[config.mk]
export PLATFORM = sky130hd
export DESIGN_NAME = ud_ld_counter_gen_flat
export DESIGN_NICKNAME = d
export VERILOG_FILES = /design/src/rtl/ud_ld_counter_gen_if.sv /design/src/rtl/ud_ld_counter_gen.sv /design/src/flat_wrapper.sv
export SDC_FILE = /design/constraint.sdc
export NUM_CORES = 1
export LEC_CHECK = 0
export CAP_MARGIN = 10
export CELL_PAD_IN_SITES_DETAIL_PLACEMENT = 0
export CELL_PAD_IN_SITES_GLOBAL_PLACEMENT = 2
export CORE_ASPECT_RATIO = 0.6
export CORE_UTILIZATION = 30
export CTS_BUF_LIST = sky130_fd_sc_hd__clkbuf_2 sky130_fd_sc_hd__clkbuf_4 sky130_fd_sc_hd__clkbuf_8
export DETAILED_ROUTE_END_ITERATION = 10
export GPL_TIMING_DRIVEN = 1
export PLACE_DENSITY = 0.78
export SLEW_MARGIN = 20
export SYNTH_ARGS = -nofsm -noshare
export SYNTH_HDL_FRONTEND = slang
export SYNTH_SLANG_ARGS = --single-unit
export TNS_END_PERCENT = 5
[constraint.sdc]
create_clock -name clk -period 6.45 [get_ports clk]
set_clock_uncertainty 0.2 [all_clocks]
set_input_delay 1.29 -clock clk [delete_from_list [all_inputs] [get_ports clk]]
set_output_delay 1.29 -clock clk [all_outputs]
set_load 0.01 [all_outputs]
[src/rtl/ud_ld_counter_gen_if.sv]
// Control/status bundle for the up/down loadable counter.
// The master drives the controls and the slave (the counter) returns count and status.
interface ud_ld_counter_gen_if #(
  parameter int unsigned WIDTH  = 8,
  parameter int unsigned STEP_W = 4
);
  logic              enable;
  logic              updown;
  logic              load;
  logic [WIDTH-1:0]  load_count;
  logic [STEP_W-1:0] step;
  logic [WIDTH-1:0]  lower;
  logic [WIDTH-1:0]  upper;
  logic [1:0]        mode;
  logic [WIDTH-1:0]  count_out;
  logic              done;
  logic              dir_out;
  logic              running;
  logic              cfg_err;

  modport master (
    output enable, updown, load, load_count, step, lower, upper, mode,
    input  count_out, done, dir_out, running, cfg_err
  );

  modport slave (
    input  enable, updown, load, load_count, step, lower, upper, mode,
    output count_out, done, dir_out, running, cfg_err
  );
endinterface

[src/rtl/ud_ld_counter_gen.sv]
// Parametrised up/down loadable counter with programmable bounds, runtime step
// and wrap / saturate / one-shot / bounce terminal-count behaviour.
module ud_ld_counter_gen #(
  parameter int unsigned WIDTH  = 8,
  parameter int unsigned STEP_W = 4
) (
  input  logic                clk,
  input  logic                reset,
  ud_ld_counter_gen_if.slave  bus
);

  localparam int unsigned XW = WIDTH + 1;

  typedef enum logic [1:0] {
    MODE_WRAP    = 2'b00,
    MODE_SAT     = 2'b01,
    MODE_ONESHOT = 2'b10,
    MODE_BOUNCE  = 2'b11
  } mode_e;

  logic [WIDTH-1:0] r_count;
  logic             r_done;
  logic             r_dir;
  logic             r_run;

  logic [WIDTH-1:0] w_count_n;
  logic             w_done_n;
  logic             w_dir_n;
  logic             w_run_n;

  mode_e            w_mode;
  logic             w_cfg_err;
  logic             w_dir_eff;
  logic [XW-1:0]    w_step_x;
  logic [XW-1:0]    w_cnt_x;
  logic [XW-1:0]    w_lo_x;
  logic [XW-1:0]    w_up_x;
  logic [XW-1:0]    w_nxt_up;
  logic [XW-1:0]    w_nxt_dn;
  logic             w_up_over;
  logic             w_up_at;
  logic             w_dn_below;
  logic             w_dn_at;
  logic             w_hit;
  logic [WIDTH-1:0] w_bound;
  logic [WIDTH-1:0] w_stepped;
  logic [WIDTH-1:0] w_load_clamped;

  assign w_mode    = mode_e'(bus.mode);
  assign w_cfg_err = (bus.lower > bus.upper);
  assign w_dir_eff = (w_mode == MODE_BOUNCE) ? r_dir : bus.updown;

  // Step arithmetic one bit wider so overflow and borrow are visible.
  assign w_step_x   = (bus.step == '0) ? XW'(1) : XW'(bus.step);
  assign w_cnt_x    = XW'(r_count);
  assign w_lo_x     = XW'(bus.lower);
  assign w_up_x     = XW'(bus.upper);
  assign w_nxt_up   = w_cnt_x + w_step_x;
  assign w_nxt_dn   = w_cnt_x - w_step_x;
  assign w_up_over  = (w_nxt_up > w_up_x);
  assign w_up_at    = (w_nxt_up == w_up_x);
  assign w_dn_below = w_nxt_dn[WIDTH] || (w_nxt_dn < w_lo_x);
  assign w_dn_at    = !w_nxt_dn[WIDTH] && (w_nxt_dn == w_lo_x);

  assign w_hit     = w_dir_eff ? (w_up_over || w_up_at) : (w_dn_below || w_dn_at);
  assign w_bound   = w_dir_eff ? bus.upper : bus.lower;
  assign w_stepped = w_dir_eff ? w_nxt_up[WIDTH-1:0] : w_nxt_dn[WIDTH-1:0];

  assign w_load_clamped = (bus.load_count < bus.lower) ? bus.lower :
                          (bus.load_count > bus.upper) ? bus.upper : bus.load_count;

  // Next-state selection: cfg_err hold > load > enabled step > hold.
  always_comb begin
    w_count_n = r_count;
    w_done_n  = 1'b0;
    w_dir_n   = r_dir;
    w_run_n   = r_run;
    if (!w_cfg_err) begin
      if (w_mode != MODE_BOUNCE) begin
        w_dir_n = bus.updown;
      end
      if (bus.load) begin
        w_count_n = w_load_clamped;
        w_run_n   = 1'b1;
        w_dir_n   = bus.updown;
      end else if (bus.enable && r_run) begin
        if (r_count < bus.lower) begin
          w_count_n = bus.lower;
        end else if (r_count > bus.upper) begin
          w_count_n = bus.upper;
        end else begin
          unique case (w_mode)
            MODE_WRAP: begin
              if (w_dir_eff) begin
                w_count_n = w_up_over ? bus.lower : w_stepped;
              end else begin
                w_count_n = w_dn_below ? bus.upper : w_stepped;
              end
              w_done_n = w_hit;
            end
            MODE_SAT, MODE_ONESHOT: begin
              if (w_hit) begin
                w_count_n = w_bound;
                w_done_n  = (r_count != w_bound);
                if (w_mode == MODE_ONESHOT) begin
                  w_run_n = 1'b0;
                end
              end else begin
                w_count_n = w_stepped;
              end
            end
            MODE_BOUNCE: begin
              if (w_hit) begin
                w_count_n = w_bound;
                w_done_n  = 1'b1;
                w_dir_n   = ~r_dir;
              end else begin
                w_count_n = w_stepped;
              end
            end
            default: begin
              w_count_n = r_count;
            end
          endcase
        end
      end
    end
  end

  always_ff @(posedge clk) begin
    if (reset) begin
      r_count <= '0;
      r_done  <= 1'b0;
      r_dir   <= 1'b1;
      r_run   <= 1'b1;
    end else begin
      r_count <= w_count_n;
      r_done  <= w_done_n;
      r_dir   <= w_dir_n;
      r_run   <= w_run_n;
    end
  end

  assign bus.count_out = r_count;
  assign bus.done      = r_done;
  assign bus.dir_out   = r_dir;
  assign bus.running   = r_run;
  assign bus.cfg_err   = w_cfg_err;

endmodule

[src/flat_wrapper.sv]
// flat-port wrapper written by rule: the top's interface ports become plain ports
module ud_ld_counter_gen_flat 
#(
  parameter int unsigned WIDTH  = 8,
  parameter int unsigned STEP_W = 4
)
  (clk, reset, bus_enable, bus_updown, bus_load, bus_load_count, bus_step, bus_lower, bus_upper, bus_mode, bus_count_out, bus_done, bus_dir_out, bus_running, bus_cfg_err);
  ud_ld_counter_gen_if #(.WIDTH(WIDTH), .STEP_W(STEP_W)) bus_i ();
  input  logic clk;
  input  logic reset;
  input wire logic [$bits(bus_i.enable)-1:0] bus_enable;
  input wire logic [$bits(bus_i.updown)-1:0] bus_updown;
  input wire logic [$bits(bus_i.load)-1:0] bus_load;
  input wire logic [$bits(bus_i.load_count)-1:0] bus_load_count;
  input wire logic [$bits(bus_i.step)-1:0] bus_step;
  input wire logic [$bits(bus_i.lower)-1:0] bus_lower;
  input wire logic [$bits(bus_i.upper)-1:0] bus_upper;
  input wire logic [$bits(bus_i.mode)-1:0] bus_mode;
  output wire logic [$bits(bus_i.count_out)-1:0] bus_count_out;
  output wire logic [$bits(bus_i.done)-1:0] bus_done;
  output wire logic [$bits(bus_i.dir_out)-1:0] bus_dir_out;
  output wire logic [$bits(bus_i.running)-1:0] bus_running;
  output wire logic [$bits(bus_i.cfg_err)-1:0] bus_cfg_err;
  assign bus_i.enable = bus_enable;
  assign bus_i.updown = bus_updown;
  assign bus_i.load = bus_load;
  assign bus_i.load_count = bus_load_count;
  assign bus_i.step = bus_step;
  assign bus_i.lower = bus_lower;
  assign bus_i.upper = bus_upper;
  assign bus_i.mode = bus_mode;
  assign bus_count_out = bus_i.count_out;
  assign bus_done = bus_i.done;
  assign bus_dir_out = bus_i.dir_out;
  assign bus_running = bus_i.running;
  assign bus_cfg_err = bus_i.cfg_err;
  ud_ld_counter_gen #(.WIDTH(WIDTH), .STEP_W(STEP_W)) u_core (.clk(clk), .reset(reset), .bus(bus_i));
endmodule
* Word level (Yosys, flattened, before mapping) *
Index checks and enable logic that the tools add are counted.

word-level totals
  bits in registers = 11
  bits of input ports = 35
  output and inout bits = 12
  word-level logic and storage cells = 75

operators by class
  $add $sub $neg = 2
  $lt $le $gt $ge = 7
  equality and inequality tests = 9
  muxes and demuxes = 33
  bitwise operators = 3
  reduce and logical (&&, ||, !) cells = 17

operators by type and width
  cell                                                                    count
  8-bit two-way mux                                                       12
  8-bit > comparator                                                      3
  9-bit by 8-bit equality test with 1-bit output                          2
  1-bit two-way mux                                                       18
  8-bit less-than comparator                                              2
  8-bit one-hot mux with 2 select lines                                   1
  8-bit by 9-bit adder with 9-bit output                                  1
  9-bit by 8-bit > comparator with 1-bit output                           1
  9-bit by 8-bit less-than comparator with 1-bit output                   1
  8-bit by 9-bit subtractor with 9-bit output                             1
  8-bit inequality test                                                   1
  2-bit nonzero test                                                      4
  7-bit AND reduction                                                     1
  2-bit inequality test (second input constant)                           3
  6-bit OR reduction                                                      1
  2-bit equality test (second input constant)                             2
  4-bit zero test                                                         1
  4-bit two-way mux                                                       1
  1-bit logical OR                                                        3
  1-bit inverter                                                          3
  1-bit one-hot mux with 3 select lines                                   1
  3-bit OR reduction                                                      1
  2-bit by 1-bit equality test with 1-bit output (second input constant)  1
  1-bit logical AND                                                       2
  other kinds (4)                                                         4

* Depth between registers and ports, before layout *
Gate-level depths: netlist (run 1).

  depth after elaboration = 13
  depth in mapped cells = 18
  gate-level depth less buffers = 17

* Worst setup path after synthesis (run 1) *
OpenSTA, ideal clock, no wires.

  path type = input to register
  start = in bus_step[1]
  end = reg u_core.r_count[2], in the netlist u_core.bus.count_out[2]
  setup time = 0.129 ns
  data arrival time = 4.744 ns
  data required time = 6.121 ns
  slack = 1.377 ns
  stages on the path = 18
  path through = inv_1 > a31o_2 > ha_1 > inv_1 > fa_1 > a21o_1 > a2111oi_2 > xor2_1 > ha_1 > nand3_1 > a211oi_1 > nor3_1 > o2bb2ai_2 > buf_6 > nand2_1 > o21ai_1 > a2111oi_1 > nor3_1

between the ends
  word-level cells in the longest chain between the ends = 13

RTL lines
  item                                                                           RTL line                                            source
  start: declaration                                                             flat_wrapper.sv:15                                  input wire logic [$bits(bus_i.step)-1:0] bus_step;
  4-bit zero test                                                                ud_ld_counter_gen.sv:54                             assign w_step_x = (bus.step == '0) ? XW'(1) : XW'(bus.step);
  4-bit two-way mux (*)                                                          ud_ld_counter_gen.sv:54
  8-bit by 9-bit subtractor with 9-bit output                                    ud_ld_counter_gen.sv:59                             assign w_nxt_dn = w_cnt_x - w_step_x;
  9-bit by 8-bit less-than comparator with 1-bit output (tied with other cells)  ud_ld_counter_gen.sv:62                             assign w_dn_below = w_nxt_dn[WIDTH] || (w_nxt_dn < w_lo_x);
  1-bit logical OR or 1-bit logical AND (tied branches)                          ud_ld_counter_gen.sv:62, ud_ld_counter_gen.sv:63
  1-bit logical OR                                                               ud_ld_counter_gen.sv:65                             assign w_hit = w_dir_eff ? (w_up_over || w_up_at) : (w_dn_below || w_dn_at);
  1-bit two-way mux                                                              ud_ld_counter_gen.sv:65
  8-bit two-way mux                                                              ud_ld_counter_gen.sv:102, ud_ld_counter_gen.sv:113
  8-bit one-hot mux with 2 select lines (*)                                      ud_ld_counter_gen.sv:92                             unique case (w_mode)
  8-bit two-way mux (*)                                                          ud_ld_counter_gen.sv:89                             end else if (r_count > bus.upper) begin
  8-bit two-way mux (*)                                                          ud_ld_counter_gen.sv:87                             if (r_count < bus.lower) begin
  8-bit two-way mux (*)                                                          ud_ld_counter_gen.sv:86                             end else if (bus.enable && r_run) begin
  8-bit two-way mux (*)                                                          ud_ld_counter_gen.sv:82                             if (bus.load) begin
  end signal: assignment                                                         ud_ld_counter_gen.sv:137                            r_count <= w_count_n;
  end: declaration                                                               ud_ld_counter_gen.sv:21                             logic [WIDTH-1:0] r_count;

Mark *: on every way between the ends. The rest lies on a longest branch, timed or not. The select of a mux whose other input is x is not followed.
A chain may end at the register's enable or synchronous reset.

* Final worst setup path (run 1) *
  start = in bus_step[1]
  end = reg u_core.r_count[1], in the netlist u_core.bus.count_out[1]

The elaborated chain is that of the path after synthesis.

==> results of run 1 <==
-- worst max-delay path, delay by kind of cell --
family | cells | cell delay (ns)
adders and majority gates | 3 | 0.90
AOI/OAI and AO/OA | 8 | 2.51
muxes | 1 | 0.21
buffers and inverters | 3 | 0.66
and+or+nand+nor | 2 | 0.33
xor gates and xnor gates | 1 | 0.15
-- synth_stat cells (12+ instances only) --
| cell type | n |
|---|---|
| sky130_fd_sc_hd__a211oi_1 | 12 |
| sky130_fd_sc_hd__nor2_1 | 43 |
| sky130_fd_sc_hd__a21oi_1 | 40 |
| sky130_fd_sc_hd__o21ai_0 | 14 |
| sky130_fd_sc_hd__xnor2_1 | 13 |
| sky130_fd_sc_hd__nand3_1 | 15 |
| sky130_fd_sc_hd__nand2_1 | 34 |
| sky130_fd_sc_hd__inv_1 | 31 |
| sky130_fd_sc_hd__clkbuf_1 | 12 |
| sky130_fd_sc_hd__ha_1 | 66 |
| sky130_fd_sc_hd__mux2i_1 | 14 |
| sky130_fd_sc_hd__nor3_1 | 17 |
-- routing by layer --
metal	global-route usage	wire, um	vias up
met2	0.3226	5161	175
met5	0	0	-
met4	0.001955	17	0
li1	-	-	1826
met1	0.3944	7876	1831
met3	0.03964	1158	2
-- power by group --
part           internal (uW)  switching [uW]  leakage [uW]  total, uW
sequential              77.3            31.9     0.0000910        109
clock                   47.8            29.0     0.0000262       76.8
combinational            284             410       0.00168        694
total                    409             471       0.00180        880
-- final cells by class --
type,count,area (um^2),area share
multi-input cells,406,3095,0.7381
repair buffers,53,513.0,0.1223
flip-flops and latches,11,220.2,0.05251
well taps,160,200.2,0.04773
inverters,31,116.4,0.02774
clock buffers,4,48.80,0.01163
-- cell usage in the layout, fill, tap and decap left out, types with 5 or more instances in the layout --
cell type                         instances
sky130_fd_sc_hd__a31oi_1                  5
sky130_fd_sc_hd__clkdlybuf4s50_1         46
sky130_fd_sc_hd__nand2_1                 34
sky130_fd_sc_hd__nor2b_1                  8
sky130_fd_sc_hd__nand3_1                 15
sky130_fd_sc_hd__xnor2_1                 13
sky130_fd_sc_hd__nor2_1                  43
sky130_fd_sc_hd__buf_4                    7
sky130_fd_sc_hd__a21oi_1                 40
sky130_fd_sc_hd__ha_1                    66
sky130_fd_sc_hd__o21ai_0                 14
sky130_fd_sc_hd__mux2_2                   5
sky130_fd_sc_hd__inv_1                   31
sky130_fd_sc_hd__mux2i_1                 13
sky130_fd_sc_hd__xor2_1                   6
sky130_fd_sc_hd__a211oi_1                12
sky130_fd_sc_hd__dfxtp_1                 11
sky130_fd_sc_hd__nand4_1                  7
sky130_fd_sc_hd__nor3_1                  17
sky130_fd_sc_hd__a21o_1                   9
sky130_fd_sc_hd__nand2b_1                 5
sky130_fd_sc_hd__o21a_1                   7
sky130_fd_sc_hd__o211ai_1                 6
-- flip-flops by register name (all words and copies together), names as in the netlist --
name and flops:
u_core.bus.running 1, u_core.bus.done 1, u_core.bus.dir_out 1, u_core.bus.count_out 8
-- worst max path at each step --
stage	from	to	slack (ns)
6_report	bus_step[1]	u_core.bus.count_out[1]	0.34
3_5_place_dp	bus_step[1]	u_core.bus.count_out[1]	0.19
4_1_cts	bus_step[1]	u_core.bus.count_out[1]	0.41
2_1_floorplan	bus_step[1]	u_core.bus.count_out[2]	1.38
5_1_grt	bus_step[1]	u_core.bus.count_out[1]	0.07
3_3_place_gp	bus_step[1]	u_core.bus.count_out[1]	0.39
-- logic make-up (layout without fill, tap and decap cells) --
logic type	after synthesis	count (layout)	synth area share
and+or+nand+nor	157	157	0.2274
adders and majority gates	68	68	0.2451
DFF	11	11	0.06234
AOI/OAI and AO/OA	142	142	0.2937
buffers and inverters	51	88	0.06234
muxes	20	20	0.06199
xor gates and xnor gates	19	19	0.04711
-- per-stage QoR --
| stage | cell area, um^2 | worst slack, ns | power, uW | utilization | std cells |
|---|---|---|---|---|---|
| 3_3_place_gp | 4145 | 0.3889 | 779.1 | 0.3645 | 661 |
| 6_report | 4194 | 0.3391 | 880.0 | 0.3688 | 665 |
| 5_1_grt | 4194 | 0.07138 | 949.8 | 0.3688 | 665 |
| 4_1_cts | 4194 | 0.4105 | 863.5 | 0.3688 | 665 |
| 3_5_place_dp | 4145 | 0.1936 | 783.1 | 0.3645 | 661 |
| 2_1_floorplan | 3532 | 1.377 | 581.7 | - | 468 |
==> run summary, run 1 <==
The number of setup buffers added after CTS is 0. For this run, design rule violations remaining after detail routing come to 0. The slew at the pin closest to its max-slew limit was 1.114 ns. The count of different cell masters after synthesis is 73, and the number of violations reported at the end of detailed-routing iteration 0 is 366. Buffers placed on the I/O ports in this run total 46. The worst setup path is launched from a primary input. Signal arrival time at the worst endpoint: 6.07 ns. For the max-slew violation count, the log shows 0. The count of fill cells added during filler insertion was 1,206. Along the worst path, the maximum fanout reaches 13. At the later pin of the worst-skew pair, clock insertion delay measures 0.24 ns. For this design, the sink count on the clock tree is 11. The number of antenna cells inserted is 0, and the die area is 12,230 um^2. Summing every instance area after synthesis gives 3532 um^2.

The cell at the root of the clock tree is sky130_fd_sc_hd__clkbuf_8. The setup TNS after final layout is 0 ns, and the CTS clock-pin slew for the worst setup and hold paths is 0.05 ns. The synthesized design contains 0 enable-type register cells. The floorplan step set the die width to 142.1 um. The fraction of layout instances using a drive strength above 1 is 0.08317, and the worst reg-to-reg setup slack is 1.56 ns. The first global-routing pass estimated 21,910 um of wire. The maximum level of the CTS H-tree is 1.

The final clock period utilization by the worst path came out at 0.9474. Most area-hungry cell type in the Yosys netlist: sky130_fd_sc_hd__ha_1. Measured in cells, the most critical reg-to-reg path has a length of 16.

The endpoint of the worst hold path is u_core.bus.running. In this run the vertical extent of the chip is 86.05 um. The average footprint of a synthesized cell is 7.547 um^2, and the total number of nets in the final design is 609. The tool flagged a number of max-cap violations equal to 0. VDD sags by at most 0.07196 mV. Dividing total power by cell area gives a power density of 209.8 nW/um^2. The worst register-to-register path ends at u_core.bus.count_out[1]. The tools report the worst max-slew margin expressed relative to the limit as 0.2574. The clock passes through at most 2 buffers. On the final layout, the worst hold slack is 0.2996 ns. The number of antenna violations at the first check in global routing was 0; the critical path data required time was 6.40 ns. On the critical path, the stage with the largest delay is an instance of sky130_fd_sc_hd__o2bb2ai_2. The share of flip-flops with an asynchronous set or reset after synthesis works out to 0. The residual antenna-violating net count after detailed routing is 0, and the post-cts resize count is 0.

The overall fraction of global-route tracks in use is 0.2386. The area share of the largest cell type after synthesis is 0.2338, and the largest net degree at the start of global routing is 16. Gate count after technology mapping: 468. The run finished with clean final reports. The tools report the kind of end point of the critical path as a register. The overall via count from detail_route came out at 3,834. Most common flop cell mapped by yosys: sky130_fd_sc_hd__dfxtp_1.

The delay contributed by the slowest stage of the critical path is 0.66 ns, and the number of cell rows is 30. After global routing the overflow that remains totals 0. The HPWL after detailed placement is 11,670 um. Dividing the detail-routed via count by the number of cells gives 5.765.

The logs give 0 for the number of setup violations in the final report and 11,370 um^2 for the total core area. Timing would allow up to 163.6 MHz. Critical path class: primary input to register. The depth of the worst hold-timing path was 1. The effective utilization at floorplan was 0.3106; the sequential share of the synthesized area was 0.06235.

The worst flop-to-flop path startpoint is u_core.bus.count_out[0]. Number of ports placed on the die boundary: 47. After detailed routing, the average wire length per cell comes to 21.37 um. The final count of hold timing violations was 0.

The length of the first detailed-routing pass in iterations was 5; the growth of design area from synthesis to finish was 18.74%. Routability-driven placement finished with a final weighted congestion of 0.9284. TritonCTS created 3 clock buffers.

Origin of the worst min-delay path: u_core.bus.running. The worst path in the final design needs a cycle of 6.111 ns, including I/O delays and setup. Counting flops and latches in the post-synthesis netlist gives 11. Setup repair after global routing left no endpoint under its margin. Summed over all cells, the static leakage comes to 0.001797 uW. The tools report the hold buffer count at cts as 0.

Traced cell by cell, the critical path runs through clkdlybuf4s50_1 > inv_1 > a31o_2 > ha_1 > inv_1 > fa_1 > a21o_1 > a2111oi_2 > xor2_1 > ha_1 > nand3_1 > a211oi_1 > nor3_1 > o2bb2ai_2 > mux2i_1 > a2111oi_2 > a21oi_1 > a211oi_1. In the post-synthesis netlist, the biggest area contributors are sky130_fd_sc_hd__ha_1, sky130_fd_sc_hd__dfxtp_1, sky130_fd_sc_hd__a21oi_1, sky130_fd_sc_hd__nor2_1, sky130_fd_sc_hd__mux2i_1. The path class of the tightest hold or removal check is register to register. The final layout contains routed wiring with a total length of 14,210 um. Synthesized net count: 571. The number of global-route vias before repair was 3,581. The number of warnings printed during yosys synthesis was 0. TritonCTS built the clock tree.
Power figures use the tool's default switching activity.
==> run 2, diff against run 1 <==
Settings changed: ABC_CLOCK_PERIOD_IN_PS from default to 6450.
==> results of run 2 <==
The final DEF is identical to that of run 1; final timing and power are the same.
